**src/rtl/uart_pkg.sv**
```systemverilog
// Shared state encoding and framing constants for the UART transmit arbiter slice.
package uart_pkg;

  typedef enum logic [2:0] {
    IDLE,
    LAUNCH,
    WAIT_FLAG,
    WAIT_DONE,
    RETIRE
  } txState_e;

  localparam int SIZE_DEFAULT = 32;

  // Overhead cycles beyond the data bits: first frame vs. each retransmission.
  localparam int FRAME_OVERHEAD = 4;
  localparam int RETRY_OVERHEAD = 3;

  function automatic int maxInt(input int a, input int b);
    return (a > b) ? a : b;
  endfunction

endpackage

```
**src/rtl/uart_tx_arbiter_rr.sv**
```systemverilog
// Combinational round-robin picker: first requester strictly after lastGrant_i, with wrap.
module rr_arbiter #(
  parameter int NUM_CLIENTS = 4,
  parameter int IW = $clog2(NUM_CLIENTS)
) (
  input  logic [NUM_CLIENTS-1:0] req_i,
  input  logic [IW-1:0]          lastGrant_i,
  output logic [NUM_CLIENTS-1:0] grant_o,
  output logic [IW-1:0]          grantIdx_o,
  output logic                   grantValid_o
);

  logic [IW-1:0] probe;
  logic          found;

  // Scan offsets 1..N so the previous winner is examined last.
  always_comb begin
    grant_o    = '0;
    grantIdx_o = '0;
    found      = 1'b0;
    probe      = '0;
    for (int k = 1; k <= NUM_CLIENTS; k++) begin
      probe = IW'((int'(lastGrant_i) + k) % NUM_CLIENTS);
      if (!found && req_i[probe]) begin
        found          = 1'b1;
        grant_o[probe] = 1'b1;
        grantIdx_o     = probe;
      end
    end
  end

  assign grantValid_o = found;

endmodule

```
**src/rtl/uart_tx_arbiter.sv**
```systemverilog
// Shares one UART transmitter among several clients: round-robin grant, launch, NACK-capped retry, done timeout.
module uart_tx_arbiter
  import uart_pkg::*;
#(
  parameter int NUM_CLIENTS  = 4,
  parameter int SIZE         = SIZE_DEFAULT,
  parameter int FRAME_LEN    = SIZE + FRAME_OVERHEAD,
  parameter int RETRY_LEN    = SIZE + RETRY_OVERHEAD,
  parameter int MAX_RETRY    = 3,
  parameter int DONE_TIMEOUT = 8
) (
  input  logic                            CLK_Baudin,
  input  logic                            RstTx,
  input  logic [NUM_CLIENTS-1:0]          req,
  input  logic [NUM_CLIENTS*SIZE-1:0]     data_in,
  output logic [NUM_CLIENTS-1:0]          ack,
  output logic [NUM_CLIENTS-1:0]          err,
  output logic [SIZE-1:0]                 tx_data,
  output logic                            tx_new_data,
  input  logic                            tx_done,
  input  logic                            rx_flag_in,
  output logic                            tx_flag_out,
  output logic                            busy,
  output logic [$clog2(NUM_CLIENTS)-1:0]  cur_client
);

  localparam int IW = $clog2(NUM_CLIENTS);
  localparam int RW = $clog2(MAX_RETRY + 1);
  localparam int TW = $clog2(maxInt(maxInt(FRAME_LEN, RETRY_LEN), DONE_TIMEOUT) + 1);

  txState_e        state_q, state_d;
  logic [SIZE-1:0] txData_q, txData_d;
  logic [IW-1:0]   curClient_q, curClient_d;
  logic [IW-1:0]   lastGrant_q, lastGrant_d;
  logic [RW-1:0]   retryCnt_q, retryCnt_d;
  logic [TW-1:0]   timer_q, timer_d;
  logic [TW-1:0]   limit_q, limit_d;
  logic            fail_q, fail_d;

  logic [NUM_CLIENTS-1:0] grantOneHot;
  logic [IW-1:0]          grantIdx;
  logic                   grantValid;
  logic [SIZE-1:0]        grantWord;
  logic                   forceAccept;

  rr_arbiter #(
    .NUM_CLIENTS (NUM_CLIENTS),
    .IW          (IW)
  ) uArb (
    .req_i        (req),
    .lastGrant_i  (lastGrant_q),
    .grant_o      (grantOneHot),
    .grantIdx_o   (grantIdx),
    .grantValid_o (grantValid)
  );

  always_comb begin
    grantWord = '0;
    for (int i = 0; i < NUM_CLIENTS; i++) begin
      if (grantOneHot[i]) grantWord = data_in[i*SIZE +: SIZE];
    end
  end

  // Once the retry budget is spent, the NACK is hidden so the transmitter finishes with its stop bit.
  assign forceAccept = (state_q == WAIT_FLAG) && (retryCnt_q == RW'(MAX_RETRY));
  assign tx_flag_out = rx_flag_in & ~forceAccept;

  always_ff @(posedge CLK_Baudin or posedge RstTx) begin
    if (RstTx) begin
      state_q     <= IDLE;
      txData_q    <= '0;
      curClient_q <= '0;
      lastGrant_q <= IW'(NUM_CLIENTS - 1);
      retryCnt_q  <= '0;
      timer_q     <= '0;
      limit_q     <= '0;
      fail_q      <= 1'b0;
    end else begin
      state_q     <= state_d;
      txData_q    <= txData_d;
      curClient_q <= curClient_d;
      lastGrant_q <= lastGrant_d;
      retryCnt_q  <= retryCnt_d;
      timer_q     <= timer_d;
      limit_q     <= limit_d;
      fail_q      <= fail_d;
    end
  end

  always_comb begin
    state_d     = state_q;
    txData_d    = txData_q;
    curClient_d = curClient_q;
    lastGrant_d = lastGrant_q;
    retryCnt_d  = retryCnt_q;
    timer_d     = timer_q;
    limit_d     = limit_q;
    fail_d      = fail_q;
    unique case (state_q)
      IDLE: begin
        if (grantValid) begin
          txData_d    = grantWord;
          curClient_d = grantIdx;
          retryCnt_d  = '0;
          fail_d      = 1'b0;
          state_d     = LAUNCH;
        end
      end
      LAUNCH: begin
        timer_d = '0;
        limit_d = TW'(FRAME_LEN);
        state_d = WAIT_FLAG;
      end
      WAIT_FLAG: begin
        if (timer_q == limit_q - 1'b1) begin
          timer_d = '0;
          if (!rx_flag_in) begin
            state_d = WAIT_DONE;
          end else if (!forceAccept) begin
            retryCnt_d = retryCnt_q + 1'b1;
            limit_d    = TW'(RETRY_LEN);
          end else begin
            fail_d  = 1'b1;
            state_d = WAIT_DONE;
          end
        end else begin
          timer_d = timer_q + 1'b1;
        end
      end
      WAIT_DONE: begin
        if (tx_done) begin
          state_d = RETIRE;
        end else if (timer_q == TW'(DONE_TIMEOUT - 1)) begin
          fail_d  = 1'b1;
          state_d = RETIRE;
        end else begin
          timer_d = timer_q + 1'b1;
        end
      end
      RETIRE: begin
        lastGrant_d = curClient_q;
        state_d     = IDLE;
      end
      default: state_d = IDLE;
    endcase
  end

  always_comb begin
    ack = '0;
    err = '0;
    if (state_q == RETIRE) begin
      if (fail_q) err[curClient_q] = 1'b1;
      else        ack[curClient_q] = 1'b1;
    end
  end

  assign tx_new_data = (state_q == LAUNCH);
  assign busy        = (state_q != IDLE);
  assign tx_data     = txData_q;
  assign cur_client  = curClient_q;

endmodule
```
**config.mk**
```make
export PLATFORM = sky130hd
export DESIGN_NAME = uart_tx_arbiter
export DESIGN_NICKNAME = d
export VERILOG_FILES = /design/src/rtl/uart_pkg.sv /design/src/rtl/uart_tx_arbiter_rr.sv /design/src/rtl/uart_tx_arbiter.sv
export SDC_FILE = /design/constraint.sdc
export NUM_CORES = 1
export LEC_CHECK = 0
export BUFFER_PORTS_ARGS = -buffer_cell sky130_fd_sc_hd__buf_2
export CORE_UTILIZATION = 47
export DETAILED_ROUTE_END_ITERATION = 16
export PLACE_DENSITY = 0.92
export SLEW_MARGIN = 5
export SYNTH_ARGS = -nofsm -noshare
export SYNTH_HDL_FRONTEND = slang
export SYNTH_SLANG_ARGS = --single-unit
export TNS_END_PERCENT = 30
```
**constraint.sdc**
```tcl
create_clock -name CLK_Baudin -period 3.3 [get_ports CLK_Baudin]
set_input_delay 0.165 -clock CLK_Baudin [delete_from_list [all_inputs] [get_ports CLK_Baudin]]
set_output_delay 0.165 -clock CLK_Baudin [all_outputs]
set_load 0.02 [all_outputs]
```
==> results.yml, run 1 <==
outcome:
  run_status: "complete, no violations"
critical_path:
  ws_path_type: "reg -> reg"
  category_of_the_worst_setup_path_launch_point: "flop"
  worst_ep_required_time_ns: 3.51
  critical_path_arrival_ns: 3.33
  regToRegStartpoint: "lastGrant_q[1]$_DFFE_PP1P_"
  reg2regPathDepth: 9
  r2r_setup_slack_ns: 0.18
  timing.critical_path.fanout_max: 32
  critical_path.endpoint_type: "flop"
  reg2reg_to: "tx_data[26]$_DFFE_PP0P_"
sta:
  period_share_pct: 94.42
  layout_min_cycle_time_ns: 3.116
  rsz0062_at_grt: "no"
  max_clock_freq_mhz: 320.9
  timing.final.hold_violations: 0
  setup_clock_skew_after_layout_ns: 0.008360
  slew_headroom_pct: 26.06
  final_max_slew_viol_count: 0
  final-setup-viol-count: 0
  timing_worst_slew_pin_value_ns: 1.109
  tns_ns: 0
finish:
  drive_above_1_share_pct: 43.62
  multi_input_comb_area_um2: 2257
  layout.cell_area.non_filler_um2: 4842
  fillCellCount: 658
  n_antenna_cell: 0
  ff_latch_area_um2: 1279
  area.growth.synth_to_final_pct: 28.19
  num-nets-final: 710
synthesis:
  syn_area_per_cell_um2: 9.420
  yosys_warnings: 0
  dominantRegCellSynth: "dfrtp_1"
  netlist_top_cells_count: "50 x nor2_1, 49 x dfrtp_1, 37 x nor3_1"
  ys_types: 58
  synth_edf_count: 0
  number_of_storage_elements_in_the_synthesis_netlist: 51
  ys_top_cells_by_area: "dfrtp_1 32%, a211oi_2 10%, o2bb2ai_1 7.4%, a22oi_1 6.2%, nor2_1 5.0%"
  synth_async_sr_flop_share_pct: 100.0
  synth_cells: 401
  yosys.cell_count.top_type: "nor2_1"
  postSynthNetCount: 548
  synth_top_area_cell: "dfrtp_1"
  seq_area_frac_synth_pct: 33.85
  synthesis.area_um2: 3777
  synth.top_cell.area_share_pct: 32.46
die:
  fp.dieH_um: 91.65
  core_area_um2: 7767
  design.portCount: 181
  floorplan.rows: 32
  floorplan.die_area_um2: 8400
  die_width_um: 91.65
  initial_utilization_pct: 48.63
global_route:
  grt_max_degree: 52
  met2_track_demand_over_resource_in_global_routing_pct: 49.12
  antenna_found_initial: 0
  groute.usage.overall_pct: 27.27
  gr-usage-met1_pct: 33.17
  overflow: 0
  grt_pass1_wl_mm: 18.08
  grt_use_met3_pct: 4.478
  busiest_layer: "met2"
  grt_pass1_vias: 3768
clock_tree:
  clkLatencyLatePin_ns: 0.31
  holdBufCountCts: 0
  worst_case_clock_buffer_depth: 2
  numClockSinks: 51
  clock-root-buffer: "clkbuf_8"
  tritoncts_clock_tree: "built"
  cts_resized: 0
  cts_htree_levels: 2
  cts_inserted_buffers: 5
  cts_setup_buffers: 0
  clk_transition_reported_paths_ns: 0.10
detailed_routing:
  drt_iter0_markers: 233
  vias: 4037
  wire_per_inst_um: 17.95
  avgViaCountPerCell: 6.062
  antenna_violation_net_count_after_detailed_routing: 0
  detail_route.wirelength_mm: 11.96
  drt-pass1-iter-count: 5
  drt_drc_violations_left: 0
power:
  power.static_leakage_nw: 2.134
  max-vdd-ir-drop_mv: 0.4417
  p_total_w: 0.005134
  power_per_cell_area_nw_per_um2: 1060
placement:
  numPortBuffers: 180
  gp_congestion: 0.8917
  place.detailed.hpwl_mm: 8.794
  place_area_um2: 4702
job:
  cap_viol_max_count: 0
min_path:
  hp-class: "in -> async"
==> registers in the layout, summed over array words and instances, names as in the netlist <==
signal	count
retryCnt_q	2
tx_data	32
limit_q	3
timer_q	6
state_q	3
fail_q	1
cur_client	2
lastGrant_q	2
==> critical path, stage by stage, from the launching register on <==
cell	delay [ns]
dfstp_2	0.66
inv_1	0.15
ha_1	0.37
mux4_1	0.32
or3b_1	0.38
a31oi_1	0.30
or2_1	0.16
buf_6	0.26
a22oi_1	0.15
a211oi_1	0.27
==> through the flow <==
stage / cells / hold WS, ns / setup WS [ns] / util (%)
after floorplan: 401 / 0.3710 / 0.5649 / -
final: 666 / 0.1294 / 0.1842 / 62.34
after global routing: 666 / 0.1531 / 0.0001004 / 62.34
after CTS: 666 / 0.1446 / 0.1178 / 62.24
after detailed placement: 658 / 0.4694 / 0.1418 / 60.53
after global placement: 658 / 0.4598 / 0.3170 / 60.53
==> placed cells by master, fill, tap and decap left out, types with 4 or more instances in the layout <==
master	count
buf_2	180
nor2_1	49
dfrtp_1	49
nor3_1	37
o2bb2ai_1	32
a22oi_1	31
a211oi_2	30
nand2_1	14
ha_1	11
inv_1	10
o21ai_0	6
a21oi_1	6
nand2b_1	5
and3_1	5
nand3_1	5
xor2_1	5
clkbuf_8	5
buf_4	5
or3_1	4
==> per-layer routing <==
layer | wire [um] | vias to the layer above
met5 | 0 | -
met2 | 6189 | 235
met4 | 273 | 0
met1 | 4526 | 1934
met3 | 967 | 36
li1 | - | 1832
==> worst max-delay path by stage <==
| stage | cells past startpoint | end | from | slack, ns |
|---|---|---|---|---|
| floorplan | 11 | tx_data[17]$_DFFE_PP0P_ | lastGrant_q[0]$_DFFE_PP1P_ | 0.56 |
| global route | 9 | tx_data[27]$_DFFE_PP0P_ | lastGrant_q[1]$_DFFE_PP1P_ | 0.0001 |
| detailed placement | 9 | tx_data[28]$_DFFE_PP0P_ | lastGrant_q[1]$_DFFE_PP1P_ | 0.14 |
| global placement | 9 | tx_data[10]$_DFFE_PP0P_ | lastGrant_q[0]$_DFFE_PP1P_ | 0.32 |
| finish | 9 | tx_data[26]$_DFFE_PP0P_ | lastGrant_q[1]$_DFFE_PP1P_ | 0.18 |
| CTS | 9 | tx_data[27]$_DFFE_PP0P_ | lastGrant_q[1]$_DFFE_PP1P_ | 0.12 |
==> logic make-up after synthesis <==
kind of cell	after synthesis	share of synthesized area, %
multiplexers	8	3.379
buffers and inverters	46	6.989
adder cells (fa/ha/maj)	11	3.644
flip-flops	51	33.85
AND/OR/NAND/NOR	144	18.62
AO/OA/AOI/OAI	133	31.67
XOR/XNOR	8	1.855
==> where the power goes <==
| part | switching [W] | total (W) | internal, W |
|---|---|---|---|
| logic | 0.00211 | 0.00343 | 0.00132 |
| clock network | 0.000216 | 0.000520 | 0.000303 |
| registers | 0.000267 | 0.00119 | 0.000919 |
==> cell type report <==
class                           instances  area share [%]
Clock buffer                            6           1.499
Inverter                               12          0.9302
Clock inverter                          2           1.240
Timing Repair Buffer                  189           20.67
Multi-Input combinational cell        304           46.61
Sequential cell                        51           26.41
Tap cell                              102           2.636
Note: power is estimated with default switching activity, not from simulation.
==> inputs of run 2 (changes only) <==
Settings changed: PLACE_DENSITY 0.92 to default, PLACE_DENSITY_LB_ADDON from default to 0.05.
==> run 2 against run 1 <==
Effect of this change:
- register-to-register slack improved by 0.12 ns
- via count fell by 3.7%
- worst hold slack improved by 0.0039 ns
- final area rose by 0.75%
- critical path depth did not move
- wire length fell by 3.3%
- first-iteration DRC count fell by 34%
- total power fell by 0.46%
- clock power rose by 3%
- final cell count rose by 0.75%
- fmax rose by 4.1%
- largest cell class unchanged
- highest routed layer unchanged
==> results.yml, run 2 (synthesis results as in run 1) <==
clock_tree:
  holdBufCountCts: 1
  cts_inserted_buffers: 5
  clkLatencyLatePin_ns: 0.32
  cts_htree_levels: 2
  clk_transition_reported_paths_ns: 0.10
  tritoncts_clock_tree: "built"
  clock-root-buffer: "clkbuf_8"
  cts_resized: 0
  worst_case_clock_buffer_depth: 2
  numClockSinks: 51
  cts_setup_buffers: 0
die:
  die_width_um: 91.65
  initial_utilization_pct: 48.63
  fp.dieH_um: 91.65
  floorplan.rows: 32
  design.portCount: 181
  core_area_um2: 7767
  floorplan.die_area_um2: 8400
sta:
  max_clock_freq_mhz: 334.0
  final-setup-viol-count: 0
  setup_ws_ns: 0.3063
  final_max_slew_viol_count: 0
  rsz0062_at_grt: "no"
  timing_worst_slew_pin_value_ns: 0.8199
  period_share_pct: 90.72
  setup_clock_skew_after_layout_ns: 0.004930
  slew_headroom_pct: 45.34
  timing.final.hold_violations: 0
  tns_ns: 0
  layout_min_cycle_time_ns: 2.994
critical_path:
  ws_path_type: "reg -> reg"
  category_of_the_worst_setup_path_launch_point: "flop"
  critical_path.endpoint_type: "flop"
  timing.critical_path.fanout_max: 32
  critical_path_arrival_ns: 3.23
  worst_ep_required_time_ns: 3.54
placement:
  dp_worst_setup_slack_ns: 0.3075
  place.detailed.hpwl_mm: 8.427
  gp_congestion: 0.8541
  placed_cells: 662
  numPortBuffers: 180
global_route:
  grt_pass1_vias: 3676
  groute.usage.overall_pct: 27.55
  grt_max_degree: 38
  overflow: 0
  grt_pass1_wl_mm: 18.34
  antenna_found_initial: 0
detailed_routing:
  antenna_violation_net_count_after_detailed_routing: 0
  wire_per_inst_um: 17.23
  detail_route.wirelength_mm: 11.56
  vias: 3886
  drt-pass1-iter-count: 4
  drt_iter0_markers: 154
  drt_drc_violations_left: 0
  avgViaCountPerCell: 5.791
power:
  max-vdd-ir-drop_mv: 0.5754
  power.static_leakage_nw: 2.155
  power_per_cell_area_nw_per_um2: 1048
finish:
  fin_util_pct: 62.81
  largest_register_ffs: 32
  leading_cell_type_in_the_layout_fill_and_taps_excluded: "buf_2"
  finalNonFillerCells: 671
  fillCellCount: 702
  n_antenna_cell: 0
  drive_above_1_share_pct: 44.11
  num-nets-final: 715
  mostFrequentLayoutCells: "180 x buf_2, 49 x nor2_1, 49 x dfrtp_1"
  area.growth.synth_to_final_pct: 29.15
job:
  cap_viol_max_count: 0
min_path:
  hp-class: "in -> reg"
outcome:
  run_status: "complete, no violations"
==> run 2: changes by cell type in the layout (fill, tap and decap cells not counted) <==
cell,change
dlygate4sd3_1,+1
buf_6,-2
clkinvlp_4,+1
clkbuf_1,-1
buf_4,+6
==> run 2: area by class of cell <==
cell class              instances  area (um^2)  share of cell area [%]
inverters                      12        45.04                  0.9233
well taps                     102        127.6                   2.616
multi-input cells             304         2257                   46.27
clock inverters                 3        67.56                   1.385
repair buffers                194         1033                   21.18
flip-flops and latches         51         1279                   26.21
clock buffers                   5        68.82                   1.411
==> run 2: metrics by stage <==
step | power, W | hold WS (ns) | instance area, um^2
floorplan | 0.003772 | 0.3710 | 3777
global placement | 0.004529 | 0.3215 | 4732
detailed placement | 0.004600 | 0.3230 | 4732
CTS | 0.005132 | 0.1272 | 4878
global route | 0.005448 | 0.1332 | 4878
finish | 0.005111 | 0.1333 | 4878
==> run 2: final timing paths <==
path / to / depth (start not counted) / slack (ns) / from
max: tx_data[10]$_DFFE_PP0P_ / 9 / 0.31 / lastGrant_q[1]$_DFFE_PP1P_
min: tx_data[11]$_DFFE_PP0P_ / 3 / 0.13 / data_in[75]
max reg2reg: tx_data[10]$_DFFE_PP0P_ / 9 / 0.31 / lastGrant_q[1]$_DFFE_PP1P_
min reg2reg: limit_q[2]$_DFFE_PP0P_ / 1 / 0.49 / limit_q[2]$_DFFE_PP0P_
max in group asynchronous: tx_data[17]$_DFFE_PP0P_ / 4 / 2.04 / RstTx
min in group asynchronous: limit_q[5]$_DFFE_PP0P_ / 3 / 0.51 / RstTx
==> run 2: where the power goes <==
group / switching [W] / internal [W] / total, W / leakage (nW)
Combinational: 0.00206 / 0.00135 / 0.00341 / 1.49
Clock: 0.000234 / 0.000303 / 0.000536 / 0.0644
Sequential: 0.000247 / 0.000918 / 0.00116 / 0.596
Total: 0.00254 / 0.00257 / 0.00511 / 2.15
==> run 2: metal layers <==
layer | vias up | wire [um] | global-route usage (%)
met5 | - | 0 | 0
li1 | 1848 | - | -
met4 | 0 | 219 | 8.730
met1 | 1877 | 4934 | 34.80
met3 | 17 | 653 | 3.980
met2 | 144 | 5757 | 48.37
==> run 2: worst max-delay path, cell delays in order (launching register included) <==
cell      delay [ns]
dfstp_2         0.67
inv_1           0.15
ha_1            0.35
mux4_1          0.31
or3b_1          0.36
a31oi_1         0.30
or2_1           0.20
buf_12          0.21
a22oi_1         0.13
a211oi_2        0.24
